===== src/rtl/arb_pkg.sv =====
// arb_pkg: shared widths, FSM state type and index-to-one-hot helper for the 4-way arbiter
package arb_pkg;
  localparam int NREQ = 4;
  localparam int IDX_W = 2;
  typedef enum logic {IDLE, GRANT} state_t;
  function automatic logic [NREQ-1:0] onehot4(input logic [IDX_W-1:0] i);
    return 4'b0001 << i;
  endfunction
endpackage


===== src/rtl/rr_pick.sv =====
// rr_pick: combinational round-robin pick, first set request scanning from ptr upward modulo 4
module rr_pick
  import arb_pkg::*;
(
  input  logic [NREQ-1:0]  req,
  input  logic [IDX_W-1:0] ptr,
  output logic             any,
  output logic [IDX_W-1:0] idx
);
  logic [NREQ-1:0] rot;
  logic [IDX_W-1:0] off;
  always_comb begin
    rot = NREQ'({req, req} >> ptr);
    off = rot[0] ? 2'd0 : rot[1] ? 2'd1 : rot[2] ? 2'd2 : 2'd3;
    any = |req;
    idx = ptr + off;
  end
endmodule


===== src/rtl/rr_arbiter4.sv =====
// rr_arbiter4: 4-way round-robin arbiter with registered one-hot grant; ARB_TIMEOUT_EN adds forced release after MAX_HOLD cycles
module rr_arbiter4
  import arb_pkg::*;
#(
  parameter int MAX_HOLD = 15,
  parameter int CNT_W    = 4
) (
  input  logic            clk,
  input  logic            rst_n,
  input  logic [NREQ-1:0] req,
  input  logic            done,
  output logic [NREQ-1:0] gnt,
  output logic            gnt_valid,
  output logic            timeout
);
  state_t state_q, state_d;
  logic [IDX_W-1:0] ptr_q, ptr_d, owner, pick_idx;
  logic [NREQ-1:0] gnt_q, gnt_d;
  logic pick_any, rel, force_rel;
  rr_pick u_pick (.req(req), .ptr(ptr_q), .any(pick_any), .idx(pick_idx));
  assign owner = {gnt_q[3] | gnt_q[2], gnt_q[3] | gnt_q[1]};
  assign rel = done | ~|(req & gnt_q);
`ifdef ARB_TIMEOUT_EN
  localparam logic [CNT_W-1:0] HOLD_LAST = CNT_W'(MAX_HOLD - 1);
  logic [CNT_W-1:0] hold_q, hold_d;
  logic timeout_q, timeout_d;
  assign force_rel = state_q == GRANT && !rel && hold_q == HOLD_LAST;
  assign hold_d = state_q == GRANT ? hold_q + 1'b1 : '0;
  assign timeout_d = force_rel;
  assign timeout = timeout_q;
  always_ff @(posedge clk) begin
    hold_q <= !rst_n ? '0 : hold_d;
    timeout_q <= !rst_n ? 1'b0 : timeout_d;
  end
`else
  assign force_rel = 1'b0;
  assign timeout = 1'b0;
`endif
  always_comb begin
    state_d = state_q;
    ptr_d = ptr_q;
    gnt_d = gnt_q;
    if (state_q == IDLE && pick_any) begin
      state_d = GRANT;
      gnt_d = onehot4(pick_idx);
    end else if (state_q == GRANT && (rel || force_rel)) begin
      state_d = IDLE;
      gnt_d = '0;
      ptr_d = owner + 1'b1;
    end
  end
  always_ff @(posedge clk) begin
    if (!rst_n) begin
      state_q <= IDLE;
      ptr_q <= '0;
      gnt_q <= '0;
    end else begin
      state_q <= state_d;
      ptr_q <= ptr_d;
      gnt_q <= gnt_d;
    end
  end
  assign gnt = gnt_q;
  assign gnt_valid = |gnt_q;
endmodule

===== config.mk =====
export PLATFORM = sky130hd
export DESIGN_NAME = rr_arbiter4
export DESIGN_NICKNAME = d
export VERILOG_FILES = /design/src/rtl/arb_pkg.sv /design/src/rtl/rr_pick.sv /design/src/rtl/rr_arbiter4.sv
export SDC_FILE = /design/constraint.sdc
export NUM_CORES = 1
export LEC_CHECK = 0
export ABC_AREA = 1
export CAP_MARGIN = 0
export CORE_MARGIN = 3
export CORE_UTILIZATION = 38
export DETAILED_ROUTE_END_ITERATION = 12
export PLACE_DENSITY = 0.63
export SETUP_SLACK_MARGIN = 0.02
export SKIP_CTS_REPAIR_TIMING = 1
export SLEW_MARGIN = 20
export SYNTH_ARGS = -nofsm -noshare
export SYNTH_HDL_FRONTEND = slang
export SYNTH_SLANG_ARGS = --single-unit

===== constraint.sdc =====
create_clock -name clk -period 4.4 [get_ports clk]
set_input_delay 0.88 -clock clk [delete_from_list [all_inputs] [get_ports clk]]
set_output_delay 0.88 -clock clk [all_outputs]
set_load 0.03 [all_outputs]

==> flow_metrics.tcl, run 1 <==
set metrics [dict create \
    drc 0 \
    timing.fmax_mhz 418 \
    start_util_pct 43.8 \
    place_inst 109 \
    wl_per_cell_um 10.4 \
    multi_input_area_sq_um 308 \
    root_buffer "clkbuf_4" \
    routabilityCongestion 0.766 \
    antenna_cells 0 \
    place_area_sq_um 628 \
    synth_cells 86 \
    setup_violations 0 \
    reg2reg_depth 8 \
    clock-sinks 7 \
    place_ws_ns 1.77 \
    totalWireLength_mm 1.18 \
    post-dp-hpwl_um 946 \
    power-per-cell-area_nw_per_um2 469 \
    rsz0062_at_grt "no" \
    finalNonFillerCells 113 \
    min_period_ns 2.39 \
    grt_max_degree 11 \
    track_usage_pct 15.0 \
    worstPathRequired_ns 3.52 \
    postSynthAreaPerCell_sq_um 6.04 \
    clk_pin_slew_ns 0.06 \
    design_area_sq_um 654 \
    clkLatencyLatePin_ns 0.25 \
    cts_buffer_depth 2 \
    drive_gt1_share_pct 11.1 \
    cts_tree "built" \
    grt_pass1_wl_mm 2.13 \
    setup_ws_ns 2.01 \
    endpoint_kind "primary output" \
    fin_setup_tns_ns 0 \
    rows 12 \
    ant_nets 0 \
    grt_pass1_vias 521 \
    cts_buffers 3 \
    pin_count 13 \
    slew_viol_final 0 \
    cp-start-kind "flop" \
    fin_crit_sh_pct 54.4 \
    final_common_cell "nand2_1" \
    synthDistinctLibCells 20 \
    critPathKind "reg2out" \
    syn2layout_area_growth_pct 26.0 \
    cp.arrival_ns 1.51 \
    die_w_um 43.0 \
    final_cell_mix "nand2_1, inv_1, nor2_1, nand3_1, clkdlybuf4s50_1" \
    status "finished clean" \
    grt-ovfl-total 0 \
    antenna_found_initial 0 \
    h-tree-depth 1 \
    holdPathStages 2 \
    vdd.ir_drop.worst_mv 0.281 \
    finalHoldViolCount 0 \
    via_count 547 \
    dr.pass1.iters 4 \
    yosysSeqAreaShare_pct 27.0 \
    path_max_fanout 5 \
    ys_ff_latch 7 \
    numPortBuffers 11 \
    cap_violations 0 \
    die_area_sq_um 1850 \
    core_area_sq_um 1190 \
    final_nets 108 \
    regArea_sq_um 140 \
    skew_ns 0.00947 \
    drt_iter0_markers 11 \
    p_leak_nw 0.303 \
    finalPower_mw 0.307 \
    die_h_um 43.0 \
    netlist_area_sq_um 519 \
    syn_nets 94 \
    min_path_type "reg2reg" \
    fillers 121 \
    ys_warn_count 0 \
    via_per_inst 4.84 \
]
## cells in the mapped netlist (all sizes together)
cell type / instances / area (sq um)
a21oi: 6 / 30.0
buf: 2 / 18.8
conb: 1 / 3.75
dfxtp: 7 / 140
ha: 1 / 12.5
inv: 14 / 52.6
nand2: 22 / 95.1
nand3: 12 / 65.1
nand4: 1 / 6.26
nor2: 12 / 45.0
o21ai: 5 / 28.8
o21bai: 1 / 7.51
o22ai: 1 / 6.26
o31ai: 1 / 7.51
## per-layer routing
| layer | routed length [um] | global-route usage [%] | vias up |
|---|---|---|---|
| met5 | 0 | 0 | - |
| met4 | 8 | 3.61 | 0 |
| met3 | 63 | 6.36 | 2 |
| met2 | 496 | 20.4 | 16 |
| met1 | 610 | 21.6 | 228 |
| li1 | - | - | 301 |
## final timing paths
kind | slack [ns] | startpoint | end
hold / removal | 0.51 | gnt[0]$_SDFFE_PN0P_ | gnt[0]$_SDFFE_PN0P_
setup / recovery | 2.01 | gnt[2]$_SDFFE_PN0P_ | gnt_valid
setup reg to reg | 2.60 | ptr_q[0]$_SDFFE_PN0P_ | gnt[0]$_SDFFE_PN0P_
hold reg to reg | 0.51 | gnt[0]$_SDFFE_PN0P_ | gnt[0]$_SDFFE_PN0P_
## logic make-up (layout without fill, tap and decap cells)
| group | after synthesis | in the layout | synth area share (%) |
|---|---|---|---|
| AOI/OAI and AO/OA | 14 | 14 | 15.4 |
| adders and majority gates | 1 | 1 | 2.41 |
| buffers and inverters | 16 | 29 | 13.7 |
| DFF | 7 | 7 | 27.0 |
| other | 1 | 1 | 0.722 |
| and+or+nand+nor | 47 | 47 | 40.7 |
## state kept, by name, summed over array words and instances (netlist names)
name     flops
ptr_q        2
state_q      1
gnt          4
## per-stage QoR
| step | hold WS (ns) | utilization, % |
|---|---|---|
| after floorplan | 0.512 | - |
| after global placement | 0.491 | 53.0 |
| after detailed placement | 0.504 | 53.0 |
| after CTS | 0.512 | 55.2 |
| after global routing | 0.537 | 55.2 |
| final | 0.514 | 55.2 |
## where the power goes
| group | internal [mW] | switching, mW |
|---|---|---|
| clock network | 0.0346 | 0.0233 |
| registers | 0.0760 | 0.0185 |
| logic | 0.0624 | 0.0922 |
| total | 0.173 | 0.134 |
## layout make-up
class	count	share of cell area [%]
sequential	7	21.4
tap	14	2.68
clock buffer	4	4.02
multi-input combinational	63	47.0
inverter	14	8.03
timing repair buffer	11	16.8
## critical path, stage by stage (launching register included)
cell             delay, ns
dfxtp_1               0.42
inv_1                 0.08
nand3_1               0.09
clkdlybuf4s50_1       0.67
Power figures use the tool's default switching activity.
==> run 2, diff against run 1 <==
clock period = 2.3 ns   (was 4.4 ns; I/O delays follow)
==> flow_metrics.tcl, run 2 (synthesized netlist as in run 1, its figures left out) <==
set metrics [dict create \
    startpoint "req[0]" \
    antenna_found_initial 0 \
    status "finished clean" \
    cts_buffers 3 \
    min_period_ns 1.98 \
    cts_buffer_depth 2 \
    via_per_inst 5.05 \
    regToRegStartpoint "ptr_q[0]$_SDFFE_PN0P_" \
    start_util_pct 43.8 \
    vdd.ir_drop.worst_mv 0.459 \
    root_buffer "clkbuf_4" \
    grt_max_degree 11 \
    core_area_sq_um 1190 \
    cap_violations 0 \
    rsz0062_at_grt "no" \
    power-per-cell-area_nw_per_um2 895 \
    p_leak_nw 0.303 \
    dr.pass1.iters 4 \
    track_usage_pct 13.4 \
    cp-start-kind "primary input" \
    via_count 571 \
    pin_count 13 \
    clkLatencyLatePin_ns 0.25 \
    drc 0 \
    wl_per_cell_um 10.4 \
    syn2layout_area_growth_pct 26.0 \
    antenna_cells 0 \
    worstPathRequired_ns 2.48 \
    totalWireLength_mm 1.17 \
    numPortBuffers 11 \
    final_cell_mix "nand2_1, inv_1, nor2_1, nand3_1, clkdlybuf4s50_1" \
    place_ws_ns 0.0629 \
    final_common_cell "nand2_1" \
    die_w_um 43.0 \
    post-dp-hpwl_um 959 \
    clk_pin_slew_ns 0.05 \
    clock-sinks 7 \
    finalHoldViolCount 0 \
    min_path_type "reg2reg" \
    setup_ws_ns 0.318 \
    regArea_sq_um 140 \
    skew_ns 0.00557 \
    largest_reg_flops 4 \
    cts_tree "built" \
    slew_viol_final 0 \
    drt_iter0_markers 15 \
    min_from "gnt[0]$_SDFFE_PN0P_" \
    routabilityCongestion 0.763 \
    path_max_fanout 3 \
    grt_pass1_wl_mm 1.84 \
    ant_nets 0 \
    timing.fmax_mhz 504 \
    fillers 115 \
    grt-ovfl-total 0 \
    setup_violations 0 \
    final_nets 108 \
    multi_input_area_sq_um 308 \
    endpoint_kind "flop" \
    critPathKind "in2reg" \
    cp.arrival_ns 2.16 \
    drive_gt1_share_pct 11.1 \
    die_area_sq_um 1850 \
    rows 12 \
    fin_crit_sh_pct 86.2 \
    die_h_um 43.0 \
    fin_setup_tns_ns 0 \
    h-tree-depth 1 \
    grt_pass1_vias 459 \
]
[run 2: path summary, 6_finish.rpt]
kind                            depth (start not counted)  slack, ns                   to
worst max register to register                          8       0.47  gnt[2]$_SDFFE_PN0P_
worst min-delay path                                    2       0.50  gnt[0]$_SDFFE_PN0P_
worst min register to register                          2       0.50  gnt[0]$_SDFFE_PN0P_
worst max-delay path                                   10       0.32  gnt[2]$_SDFFE_PN0P_
[run 2: metal layers]
layer	vias to the layer above	GRT usage, %	part of all wire, %
met5	-	0	0
met4	0	10.2	3.2
met3	5	2.54	3.0
met2	16	19.2	44
met1	247	17.5	49
li1	303	-	-
[run 2: critical path, stage by stage]
cell	delay, ns
clkdlybuf4s50_1	0.44
inv_1	0.11
nand2_1	0.06
nand2_1	0.11
nor2_1	0.06
o31ai_1	0.27
ha_1	0.29
nor2_1	0.15
nand3_1	0.11
a21oi_1	0.12
[run 2: layout make-up]
cell class              count  share of cell area [%]
well taps                  14                    2.68
flip-flops and latches      7                    21.4
repair buffers             11                    16.8
inverters                  14                    8.03
clock buffers               4                    4.02
multi-input cells          63                    47.0
[run 2: power by group]
part | switching [mW] | internal [mW] | leakage [nW]
Sequential | 0.0341 | 0.145 | 0.0576
Combinational | 0.176 | 0.119 | 0.231
Clock | 0.0447 | 0.0662 | 0.0150
[run 2: metrics by stage]
stage	instance area (sq um)	total power, mW	hold WS (ns)	util [%]	cells
6_report	654	0.586	0.504	55.2	113
5_1_grt	654	0.632	0.557	55.2	113
4_1_cts	654	0.591	0.513	55.2	113
3_5_place_dp	628	0.477	0.506	53.0	109
3_3_place_gp	628	0.475	0.504	53.0	109
2_1_floorplan	519	0.389	0.512	-	86
==> RTL change: new RTL, settings of run 1 <==
The option `ARB_TIMEOUT_EN` is turned on by a define.
--- a/src/rtl/rr_arbiter4.sv
+++ b/src/rtl/rr_arbiter4.sv
@@ -1,2 +1,4 @@
 // rr_arbiter4: 4-way round-robin arbiter with registered one-hot grant; ARB_TIMEOUT_EN adds forced release after MAX_HOLD cycles
+`define ARB_TIMEOUT_EN
+
 module rr_arbiter4
Behaviour: no difference found for any inputs over 10 cycles, from zero or initial values and one cycle with rst_n low; that may be too few to reach the edited logic, so the function may still have changed.
==> RTL change against run 1 <==
  * First-iteration DRC count is 9.1% higher
  * Wire length is 25% higher
  * Synthesized cell count is 20% higher
  * Critical path type unchanged
  * Clock skew is 0.0065 ns lower
  * Die area is 30% higher
  * Fmax is 1.6% lower
  * Setup slack worse by 0.039 ns
  * Sequential cell count is 5 higher
  * Synthesized area is 35% higher
  * Final cell count is 26% higher
  * Global-route usage is 1.2 points lower
  * Final area is 34% higher
  * Power is 52% higher
  * Highest routed layer unchanged
  * Non-clock buffer count is 1 higher
==> RTL change: results (changes against run 1) <==
{
  "cells_and_area": {
    "fillerInstances": {"value": 173, "change": "was 121"},
    "area.sequential": {"value": 240.2, "unit": "um2", "change": "was 140.1 um2"},
    "finalNetCount": {"value": 129, "change": "was 108"},
    "final_layout_size_suffix_gt1_share": {"value": 13.56, "unit": "%", "change": "was 11.11%"}
  },
  "global_route": {
    "grt_pass1_vias": {"value": 622, "change": "was 521"},
    "grt_first_pass_wirelength": {"value": 2566, "unit": "um", "change": "was 2132 um"},
    "grt_use_total": {"value": 13.84, "unit": "%", "change": "was 15.01%"}
  },
  "drt": {
    "route.final.wire_length": {"value": 1470, "unit": "um", "change": "was 1179 um"},
    "vias_per_cell": {"value": 4.894, "change": "was 4.841"},
    "routedLengthMet1": {"value": 719, "unit": "um", "change": "was 610 um"},
    "met3_wirelength": {"value": 69, "unit": "um", "change": "was 63 um"},
    "met2_length": {"value": 671, "unit": "um", "change": "was 496 um"}
  },
  "pwr": {
    "vdd.ir_drop.worst": {"value": 0.2704, "unit": "mV", "change": "was 0.2808 mV"},
    "pg_seq": {"value": 0.000161, "unit": "W", "change": "was 0.0000945 W"},
    "power.net_switching": {"value": 0.0001977, "unit": "W", "change": "was 0.0001340 W"},
    "leakage": {"value": 0.3732, "unit": "nW", "change": "was 0.3032 nW"},
    "power_combinational": {"value": 0.000219, "unit": "W", "change": "was 0.000155 W"}
  },
  "synthesis": {
    "yosysSeqAreaShare": {"value": 34.16, "unit": "%", "change": "was 26.99%"},
    "postSynthNetCount": {"value": 113, "change": "was 94"},
    "ys_top_cells_by_area": {"value": "dfxtp_1 34%, nand2_1 11%, nor2_1 9.6%", "change": "was dfxtp_1 27%, nand2_1 12%, nand3_1 11%"},
    "synth_cell_type_count": {"value": 22, "change": "was 20"},
    "yosys.area.top_type_share": {"value": 34.16, "unit": "%", "change": "was 26.99%"}
  },
  "sta": {
    "setup_skew_after_layout": {"value": 0.002952, "unit": "ns", "change": "was 0.009465 ns"},
    "worst-slew-pin-transition_ns": 0.3749,
    "final-setup-viol-count": {"value": 0, "change": "unchanged"}
  },
  "critical_path": {
    "critPathMaxFanout": {"value": 6, "change": "was 5"},
    "worstPathArrival": {"value": 1.55, "unit": "ns", "change": "was 1.51 ns"}
  },
  "clock_network": {
    "worstSkewPairLatency": {"value": 0.27, "unit": "ns", "change": "was 0.25 ns"},
    "cts_buffer_depth": {"value": 2, "change": "unchanged"}
  },
  "placement": {
    "finalWeightedCongestion": {"value": 0.7688, "change": "was 0.7659"},
    "detailed_place.area": {"value": 842.1, "unit": "um2", "change": "was 628.1 um2"},
    "buffer_ports.inserted": {"value": 12, "change": "was 11"},
    "dp.final_hpwl": {"value": 1175, "unit": "um", "change": "was 946.2 um"}
  },
  "status": {
    "status": {"value": "completed", "change": "unchanged"}
  }
}
## RTL change: worst max-delay path, stage by stage, from the launching register on
cell and delay [ns]:
dfxtp_1 0.45, nor2_1 0.11, nand2_1 0.07, clkdlybuf4s50_1 0.66
## RTL change: final cells by class
class,count,share of cell area [%]
clock buffers,4,4.131
inverters,12,5.128
multi-input cells,78,46.30
flip-flops and latches,12,27.35
well taps,24,3.419
repair buffers,12,13.68
## RTL change: layer usage
| metal | global-route usage, % | vias up |
|---|---|---|
| met1 | 16.70 | 309 |
| met2 | 22.40 | 13 |
| met3 | 4.587 | 2 |
| met5 | 0 | - |
| met4 | 5.687 | 0 |
| li1 | - | 371 |
## RTL change: worst paths after layout
path / startpoint / to / slack (ns) / cells after the start
worst max-delay path: gnt[1] / gnt_valid / 1.97 / 3
worst min-delay path: hold_q[0] / hold_q[0] / 0.47 / 1
worst max register to register: ptr_q[0] / gnt[2] / 2.62 / 8
worst min register to register: hold_q[0] / hold_q[0] / 0.47 / 1
## RTL change: logic make-up (layout without fill, tap and decap cells)
logic type	after synthesis	in the layout	synth area share [%]
AOI/OAI and AO/OA	13	13	11.39
adders and majority gates	3	3	5.339
DFF	12	12	34.16
and+or+nand+nor	61	61	39.86
buffers and inverters	13	28	8.007
xor gates and xnor gates	1	1	1.246
## RTL change: metrics by stage
step | hold WS [ns] | total power, W | std cells | setup slack (ns)
final | 0.4718 | 0.0004657 | 142 | 1.967
after global routing | 0.5079 | 0.0005047 | 142 | 1.881
after CTS | 0.4810 | 0.0004714 | 142 | 1.946
after detailed placement | 0.4625 | 0.0003837 | 138 | 1.744
after global placement | 0.4511 | 0.0003810 | 138 | 1.766
after floorplan | 0.4297 | 0.0003176 | 103 | 2.388
